File: config.mk
export PLATFORM = sky130hd
export DESIGN_NAME = awg_pwm_dac
export DESIGN_NICKNAME = d
export VERILOG_FILES = /design/src/rtl/awg_pwm_dac.sv
export SDC_FILE = /design/constraint.sdc
export NUM_CORES = 1
export LEC_CHECK = 0
export BUFFER_PORTS_ARGS = -buffer_cell sky130_fd_sc_hd__buf_2
export CORE_MARGIN = 5
export CORE_UTILIZATION = 45
export CTS_BUF_LIST = sky130_fd_sc_hd__clkbuf_4 sky130_fd_sc_hd__clkbuf_8 sky130_fd_sc_hd__clkbuf_16
export DETAILED_ROUTE_END_ITERATION = 8
export PLACE_DENSITY = 0.65
export SYNTH_ARGS = -nofsm -noshare
export SYNTH_HDL_FRONTEND = slang
export SYNTH_SLANG_ARGS = --single-unit
File: constraint.sdc
create_clock -name clk -period 1.94 [get_ports clk]
set_input_delay 0.194 -clock clk [delete_from_list [all_inputs] [get_ports clk]]
set_output_delay 0.194 -clock clk [all_outputs]
set_load 0.02 [all_outputs]
File: src/rtl/awg_pwm_dac.sv
// Single-bit DAC drive for the waveform generator output: PWM or first-order
// sigma-delta, with a double-buffered sample that only takes effect at frame boundaries.
module awg_pwm_dac #(
  parameter int unsigned WIDTH = 10
) (
  input  logic             clk,
  input  logic             rst,
  input  logic             enable,
  input  logic             mode,
  input  logic [WIDTH-1:0] sample_in,
  input  logic             sample_valid,
  input  logic             clr_overrun,
  output logic             sample_ready,
  output logic             dac_out,
  output logic             frame_start,
  output logic             overrun
);

  typedef enum logic {
    MODE_PWM = 1'b0,
    MODE_PDM = 1'b1
  } mode_e;

  logic [WIDTH-1:0] cnt;
  logic [WIDTH-1:0] pending;
  logic             pending_full;
  logic [WIDTH-1:0] active;
  logic [WIDTH-1:0] acc;
  mode_e            mode_q;
  mode_e            mode_in;

  logic             frame_end;
  logic             load;
  logic             consume;
  logic             overrun_set;
  logic [WIDTH:0]   pdm_sum;
  logic             mod_bit;

  assign mode_in     = mode_e'(mode);
  assign frame_end   = (cnt == '1);
  // While idle every cycle is a load, so active keeps tracking the newest sample.
  assign load        = ~enable | frame_end;
  assign consume     = load & pending_full;
  assign overrun_set = sample_valid & pending_full & ~load;
  assign pdm_sum     = {1'b0, acc} + {1'b0, active};
  assign mod_bit     = (mode_q == MODE_PDM) ? pdm_sum[WIDTH] : (cnt < active);

  assign sample_ready = ~pending_full;

  always_ff @(posedge clk or posedge rst) begin
    if (rst) begin
      cnt <= '0;
    end else if (enable) begin
      cnt <= cnt + 1'b1;
    end else begin
      cnt <= '0;
    end
  end

  // A capture coinciding with a consume hands the old pending to active and
  // keeps the buffer full with the new sample.
  always_ff @(posedge clk or posedge rst) begin
    if (rst) begin
      pending      <= '0;
      pending_full <= 1'b0;
      active       <= '0;
      mode_q       <= MODE_PWM;
    end else begin
      if (sample_valid) begin
        pending      <= sample_in;
        pending_full <= 1'b1;
      end else if (consume) begin
        pending_full <= 1'b0;
      end
      if (consume) begin
        active <= pending;
      end
      if (load) begin
        mode_q <= mode_in;
      end
    end
  end

  always_ff @(posedge clk or posedge rst) begin
    if (rst) begin
      acc <= '0;
    end else if (!enable || (load && (mode_in != mode_q))) begin
      acc <= '0;
    end else if (mode_q == MODE_PDM) begin
      acc <= pdm_sum[WIDTH-1:0];
    end
  end

  always_ff @(posedge clk or posedge rst) begin
    if (rst) begin
      overrun <= 1'b0;
    end else if (overrun_set) begin
      overrun <= 1'b1;
    end else if (clr_overrun) begin
      overrun <= 1'b0;
    end
  end

  always_ff @(posedge clk or posedge rst) begin
    if (rst) begin
      dac_out     <= 1'b0;
      frame_start <= 1'b0;
    end else begin
      dac_out     <= enable & mod_bit;
      frame_start <= enable & (cnt == '0);
    end
  end

endmodule

==> metrics list, run 1 <==
* Run status: complete, but fails checks
- Failing checks: setup timing
* Cells taking the most area after synthesis: sky130_fd_sc_hd__dfrtp_1 (45%), sky130_fd_sc_hd__ha_1 (10%), sky130_fd_sc_hd__mux2_2 (8.9%)
* FFs w/ async S/R, synth: 100%
- Clock tree from TritonCTS: built
* Slowest cell delay on critical path: 0.50 ns
- At the end of routability-driven placement, the weighted congestion stood at ~0.80.
- For this block, the initial DRC count from the detailed router was 106.
* Port buffer count: 19
- For this run, the total global-route usage over all layers was measured as around 16%.
* Routed wire per std cell: around 14 um
- Clock-pin slew of the registers on the worst-case setup and hold paths: 0.09 ns
- After detailed routing, the total wire length is 5.13 mm.
- Setup violations remaining at the end of the flow were counted as 2.
* Count of final max-slew check failures: 0
- Portion of the post-synthesis area used by sequential elements: 44.6%
- The floorplan step set the die width to between 80 and 90 um.
* Core occupancy in the finished layout: 54.8%
- The most used flip-flop cell after synthesis is sky130_fd_sc_hd__dfrtp_1.
- The die is around 85 um tall.
* Reported max-cap violation count: 0
- Setup repair after global routing could not meet its margin everywhere.
- Data required, critical path: 2.16 ns
* Worst Slack Setup Final: -0.104 ns
* Count of buffer and inverter cells on the critical path: 1
- Synthesized instance count: ~240
- In this run the remaining antenna-violating nets after routing total 0.
- Ratio of cells with drive above 1 in the final layout: 30.2%
- The initial antenna violation count came to 0.
- Initial core utilization: 46.1%
- In this run the tightest slew margin relative to its limit is between 60% and 70%.
* Rows: 27
- Traced cell by cell, the critical path runs through ha_2, inv_2, fa_2, nor2b_1, o21a_1, o31a_1, or4b_1, a31oi_1.
- EDFF count, synth: 0
- Post-Place Worst Slack: -0.101 ns
- At the later pin of the worst-skew pair, clock insertion delay measures about 0.3 ns.
- TritonCTS buffer count: 5
* Final nets: 322
- Via-to-Cell Ratio: 5.21
* Maximum net fanout on the critical path: 3
- Clock skew on the completed layout was measured at between 0.007 and 0.008 ns.
* Remaining global-route overflow: 0
- Max frequency: 0.489 GHz
* Min Clock Period, post-route: 2.04 ns
* Worst Path Class, Setup: flip-flop to flip-flop
- Entering global routing, the biggest net connects 25 pins.
- The routed layout has 1860 vias.
- H-Tree Depth: 2
* Peak supply drop: ~0.00049 V
* Cell area after synthesis: 2520 um2
- The average instance in the mapped netlist occupies approximately 11 um2.
* PD cells: 867 nW/um2
- STA puts the critical path data arrival time at between 2 and 2.5 ns.
- Sort of element at the end of the critical path: flip-flop
- Die Area: about 7200 um2
- The count of endpoints failing hold in the final timing report is 0.
* Inserted Diodes: 0
- The path class of the tightest hold or removal check is input pin to flip-flop.
* Net count after synthesis: ~280
- Leak: around 1.5 nW
- Of the post-synthesis cell area, the dominant cell type holds 44.6%.
- Clock Tree Root: sky130_fd_sc_hd__clkbuf_8
- Count of clock tree sinks: 45
- sky130_fd_sc_hd__dfrtp_1 is the most common cell in the netlist.
* Core Area: 5470 um2
* Initial DRT Pass Iterations: 4
- The first global-routing pass estimated 9.19 mm of wire.
- After detailed routing, the number of remaining DRC violations is 0.
* Vias in the first global route: 1868
- Compared with the post-synthesis result, the final layout area differs by 18.8%.
- At the pin with the least slew margin, the transition time is around 0.49 ns.
- Leading cell types by count after synthesis: sky130_fd_sc_hd__dfrtp_1 (45), sky130_fd_sc_hd__ha_1 (21), sky130_fd_sc_hd__mux2_2 (20)
* Post-synthesis sequential element count: 45
* Post-CTS setup-driven buffer insertion count: 0
* Library cell with the largest summed area after synthesis: sky130_fd_sc_hd__dfrtp_1
* Category of cells accounting for the largest share of critical-path delay: compound AO/OA/AOI/OAI gates
* Detailed placer's ending HPWL: approximately 4.0 mm
- Number of warnings reported in the yosys synthesis log: 0
* Yosys cell types: 46
* Boundary pin count: 20
- Highest-delay cell along the critical path: sky130_fd_sc_hd__or4b_1
- Startpoint class of the critical path: flip-flop
- Clock buffer depth: 2
- The final critical path takes up 105% of the cycle.
[timing repair]
action                                  in CTS  in global routing
hold endpoints to repair                    21                  0
pin swaps                                    2                  3
endpoints found under the setup margin       3                  5
resized for setup                            2                  3
cloned                                       0                  0
hold buffers                                 1                  0
[routing by layer]
metal / track usage [%] / wire (um) / up-vias
met5: 0 / 0 / -
met4: 4.89 / 83 / 0
met3: 3.40 / 177 / 9
met2: 24.9 / 2380 / 27
met1: 21.5 / 2480 / 887
li1: - / - / 937
[worst reg2reg max path, delay by kind of cell (launching register included)]
family / cells / cell delay (ns)
AOI/OAI and AO/OA: 3 / 0.59
and+or+nand+nor: 2 / 0.55
DFF: 1 / 0.40
adders and majority gates: 2 / 0.39
buffers and inverters: 1 / 0.05
[final timing paths]
kind / cells past startpoint / start / to / slack (ns)
hold / removal: 2 / clr_overrun / overrun / 0.08
setup reg to reg: 8 / active[0] / acc[6] / -0.10
setup / recovery: 8 / active[0] / acc[6] / -0.10
min in group asynchronous: 3 / rst / pending_full / 0.46
max in group asynchronous: 4 / rst / active[1] / 0.98
hold reg to reg: 1 / cnt[0] / cnt[0] / 0.50
[kinds of logic after synthesis]
kind of cell	count (synthesis)	share of synthesized area [%]
AND/OR/NAND/NOR	70	15.2
flip-flops	45	44.6
AO/OA/AOI/OAI	41	10.7
buffers and inverters	25	4.36
multiplexers	23	10.1
adder cells (fa/ha/maj)	22	11.2
XOR/XNOR	11	3.82
[state kept, by name (all words and copies together) (netlist names)]
register      flops
overrun           1
pending          10
cnt              10
pending_full      1
acc              10
active           10
mode_q            1
dac_out           1
frame_start       1
[area by class of cell]
class                   count  area, um2
repair buffers             46        313
fillers                   523       2480
flip-flops and latches     45       1130
well taps                  72       90.1
multi-input cells         167       1310
clock buffers               5       68.8
clock inverters             3       21.3
inverters                  19       71.3
[metrics by stage]
step,total power [W],hold WS [ns],area [um2],setup TNS [ns],cells
global route,0.00280,0.0764,3000,-0.435,357
floorplan,0.00170,0.301,2530,-0.0589,237
global placement,0.00198,0.239,2880,-0.0729,348
finish,0.00260,0.0761,3000,-0.168,357
detailed placement,0.00201,0.248,2880,-0.165,348
CTS,0.00261,0.0724,2990,-0.199,357
[power by group]
part           switching, W  internal, W  total (W)
clock network      0.000335     0.000256   0.000591
logic              0.000421     0.000439   0.000859
registers         0.0000877      0.00106    0.00115
total              0.000844      0.00175    0.00260
[placed cells by master, fill, tap and decap left out, types with 2 or more instances in the layout]
cell type	n
sky130_fd_sc_hd__a211oi_1	3
sky130_fd_sc_hd__a21o_1	5
sky130_fd_sc_hd__a21oi_1	9
sky130_fd_sc_hd__a21oi_2	2
sky130_fd_sc_hd__a31oi_1	2
sky130_fd_sc_hd__and2_1	9
sky130_fd_sc_hd__and3_1	2
sky130_fd_sc_hd__buf_2	19
sky130_fd_sc_hd__buf_4	25
sky130_fd_sc_hd__clkbuf_8	5
sky130_fd_sc_hd__dfrtp_1	45
sky130_fd_sc_hd__ha_1	20
sky130_fd_sc_hd__inv_1	17
sky130_fd_sc_hd__inv_2	2
sky130_fd_sc_hd__mux2_2	20
sky130_fd_sc_hd__mux2i_1	3
sky130_fd_sc_hd__nand2_1	11
sky130_fd_sc_hd__nand2_2	2
sky130_fd_sc_hd__nand3_1	9
sky130_fd_sc_hd__nand3b_1	3
sky130_fd_sc_hd__nand4_1	4
sky130_fd_sc_hd__nor2_1	11
sky130_fd_sc_hd__nor2b_1	4
sky130_fd_sc_hd__nor3_1	4
sky130_fd_sc_hd__nor4_1	2
sky130_fd_sc_hd__o2111ai_1	2
sky130_fd_sc_hd__o21a_1	2
sky130_fd_sc_hd__o21ai_0	9
sky130_fd_sc_hd__or4_1	2
sky130_fd_sc_hd__xnor2_1	7
sky130_fd_sc_hd__xor2_1	4
No activity file was read; power rests on OpenSTA's default activity.
==> inputs of run 2 (changes only) <==
- BUFFER_PORTS_ARGS: -buffer_cell sky130_fd_sc_hd__buf_2 -> not set
- DONT_BUFFER_PORTS: not set -> 1
- PLACE_DENSITY: 0.65 -> not set
- SETUP_SLACK_MARGIN: not set -> 0.15
- clock period: 1.94 -> 2.5 ns (I/O delays scaled with it)
==> run 2 against run 1 <==
  * The flow now finishes without violations
  * Critical path depth stayed put
  * Final cell count is 12% lower
  * Final area is 9.6% lower
  * Sequential power is 21% lower
  * Global-route usage is 1.9 points lower
  * Combinational power is 41% lower
  * Critical path type unchanged
  * Largest power group unchanged
==> metrics list, run 2 (synthesis gave the netlist of run 1 again) <==
- The run finished with clean final reports.
- The average vias per placed instance was 5.44 (+4.4%).
- Placement Cell Area: 2590 um2 (-10%)
- The initial antenna violation count was 0 (unchanged).
* Initial core utilization: 46.1% (unchanged)
- The die extent in y is 84.9 um (unchanged).
* Hold buffers post-CTS: 0 (-1)
- Total routed wirelength: 4.72 mm (-7.8%)
- Part of the total power dissipated in combinational logic: 25.4% (-7.7 points)
- Layout overhead on the synthesized area: 7.39%
* Ratio of final minimum period to clock period: 85.5% (-20 points)
* Worst Path Class, Setup: flip-flop to flip-flop
- GR Util met3: 3.98% (+0.58 points)
- H-Tree Depth: 2 (unchanged)
* Clock Tree Root: sky130_fd_sc_hd__clkbuf_8
* R2R Path Start: active[0]
- The total of cells resized after clock tree synthesis came to 0 (-2).
- Relative contribution of the clock network to total power: 29.3% (+6.5 points)
- Insertion delay to the later sink of the worst-skew pair: 0.30 ns (about the same)
- The portion of total power attributed to sequential cells came to 45.4% (+1.2 points).
- Routing layer with the top usage in global route: met2
- Area used by sequential logic in the layout: 1130 um2 (unchanged)
* Worst path arrival time: 2.36 ns (+0.09 ns)
- Ratio of cells with drive above 1 in the final layout: 14.9% (-15 points)
- Sort of element at the end of the critical path: flip-flop
* Global routing usage on met1: 19.5% (-2.0 points)
- The remaining antenna violation count after routing came to 0 (unchanged).
- Die Area: 7200 um2 (unchanged)
- The required time of the worst setup path is 2.73 ns (+0.57 ns).
- Routed wire per std cell: 15.1 um (+5.1%)
- Clock buffer depth: 2 (unchanged)
- Count of placed standard cells in the final layout, fillers left out: 313 (-12%)
* Net Sw Power: 0.000589 W (-30%)
* Initial DRT Pass Iterations: 4 (unchanged)
- The via count of the first global-routing pass was 1618 (-13%).
* Clock-pin slew of the registers on the worst-case setup and hold paths: 0.09 ns (about the same)
* Combined area of the multi-input logic cells: 1290 um2 (-1.5%)
* Post-CTS setup-driven buffer insertion count: 0 (unchanged)
* Tightest slew margin relative to the limit: 38.5% (-29 points)
* Worst reg-to-reg setup slack: 0.36 ns (+0.47 ns)
* PD cells: 734 nW/um2 (-15%)
- The die boundary width was 84.9 um (unchanged).
- Tot GR Track Use: 13.8% (-1.9 points)
- Leak: 1.27 nW (-13%)
- RSZ-0062 raised after global routing: false
* Max frequency: 0.468 GHz (-4.3%)
- Post-layout instance area: 2710 um2 (-9.6%)
* Tightest Hold Check Type: input pin to asynchronous set/reset pin
- Count of filler cells inserted in the layout: 517 (-1.1%)
- The internal cell power was 0.00140 W (-20%).
* Residual DRC: 0 (unchanged)
- The number of pins exceeding their max-slew limit in the final report came to 0 (unchanged).
* Post-Route Setup TNS: 0 ns (+0.168 ns)
- Setup skew after layout: 0.00854 ns (+0.000960 ns)
- Inserted Diodes: 0 (unchanged)
* Pin count of the biggest net entering global routing: 46 (+84%)
* TritonCTS buffer count: 5 (unchanged)
* Ordered cell list for the critical path: ha_1, inv_1, fa_1, nor2b_1, o21a_1, o31a_1, or4b_1, a31oi_1
- Total number of vias: 1702 (-8.5%)
- Final number of hold-violating endpoints: 0 (unchanged)
- The floorplan core area was 5470 um2 (unchanged).
- Min Clock Period, post-route: 2.14 ns (+0.0918 ns)
- Port buffer count: 0 (-19)
* Peak supply drop: 0.000402 V (-18%)
- Met2 usage in global routing: 20.6% (-4.3 points)
* Count of endpoints failing setup in the final report: 0 (-2)
- Remaining global-route overflow: 0 (unchanged)
- The largest fanout of any net on the critical path was 5 (+2).
* Count of clock tree sinks: 45 (unchanged)
* Total instance count after detailed placement: 305 (-12%)
* Depth of the worst register-to-register path: 8 (unchanged)
- Leaving out fill and tap cells, the most frequent cell in the layout is sky130_fd_sc_hd__dfrtp_1.
- Sw Ratio: 29.6% (-2.9 points)
- The maximum cell stage delay along the critical path is 0.51 ns (about the same).
- The number of max-cap violations came to 0 (unchanged).
- The worst slack after detailed placement came to 0.383 ns (+0.484 ns).
* Crit Reg-Reg Endpoint: acc[6]
- The global placement routability congestion came to 0.803 (+0.21%).
- Worst Slack Setup Final: 0.364 ns (+0.468 ns)
* First-pass GRT wire length: 7.93 mm (-14%)
* Slew @ Worst Pin: 0.922 ns (+0.433 ns)
- TritonCTS built the clock tree.
- The slowest stage of the critical path belongs to the cell sky130_fd_sc_hd__or4b_1.
- The number of ports placed on the die boundary was 20 (unchanged).
- Detailed placer's ending HPWL: 3.50 mm (-14%)
- The library cells used most frequently in the layout, excluding fill and tap cells, are sky130_fd_sc_hd__dfrtp_1 (45), sky130_fd_sc_hd__ha_1 (21), sky130_fd_sc_hd__mux2_2 (20).
- The number of placement rows was 27 (unchanged).
* Startpoint class of the critical path: flip-flop
* Iteration-0 DRC count of the detailed router: 113 (+6.6%)
- Final nets: 278 (-14%)
## run 2: worst max-delay path by stage
stage	start	endpoint	slack, ns	depth (start not counted)
detailed placement	active[0]	acc[6]	0.38	8
global route	active[0]	acc[8]	0.25	8
CTS	active[0]	acc[6]	0.36	8
global placement	active[0]	acc[6]	0.40	8
floorplan	active[0]	acc[6]	0.50	8
finish	active[0]	acc[6]	0.36	8
## run 2: layout make-up
| cell class | instances | share of cell area, % |
|---|---|---|
| inverter | 19 | 2.63 |
| clock buffer | 7 | 3.33 |
| sequential | 45 | 41.6 |
| multi-input combinational | 167 | 47.5 |
| tap | 72 | 3.33 |
| clock inverter | 1 | 1.11 |
| timing repair buffer | 2 | 0.554 |
## run 2: power by group through the flow
stage                     clock [W]  combinational (W)  sequential (W)
after global placement            0           0.000499        0.000917
after global routing       0.000643           0.000580        0.000917
after detailed placement          0           0.000506        0.000920
after floorplan                   0           0.000433        0.000888
final                      0.000582           0.000504        0.000903
after CTS                  0.000599           0.000510        0.000905
## run 2: through the flow
stage          utilization, %  hold slack [ns]  total power, W
3_5_place_dp             47.3            0.354         0.00143
2_1_floorplan               -            0.357         0.00132
4_1_cts                  49.5           0.0466         0.00201
6_report                 49.5           0.0269         0.00199
5_1_grt                  49.5           0.0276         0.00214
3_3_place_gp             47.3            0.351         0.00142
## run 2: layer usage
| layer | part of all wire, % | wire length, um |
|---|---|---|
| met1 | 49 | 2320 |
| met2 | 45 | 2120 |
| met3 | 4.4 | 207 |
| met4 | 1.7 | 82 |
| met5 | 0 | 0 |
## run 2: worst max-delay path, delay by kind of cell, from the launching register on
kind | cells | cell delay (ns)
buffers and inverters | 1 | 0.07
DFF | 1 | 0.40
AOI/OAI and AO/OA | 3 | 0.61
and+or+nand+nor | 2 | 0.57
adders and majority gates | 2 | 0.42
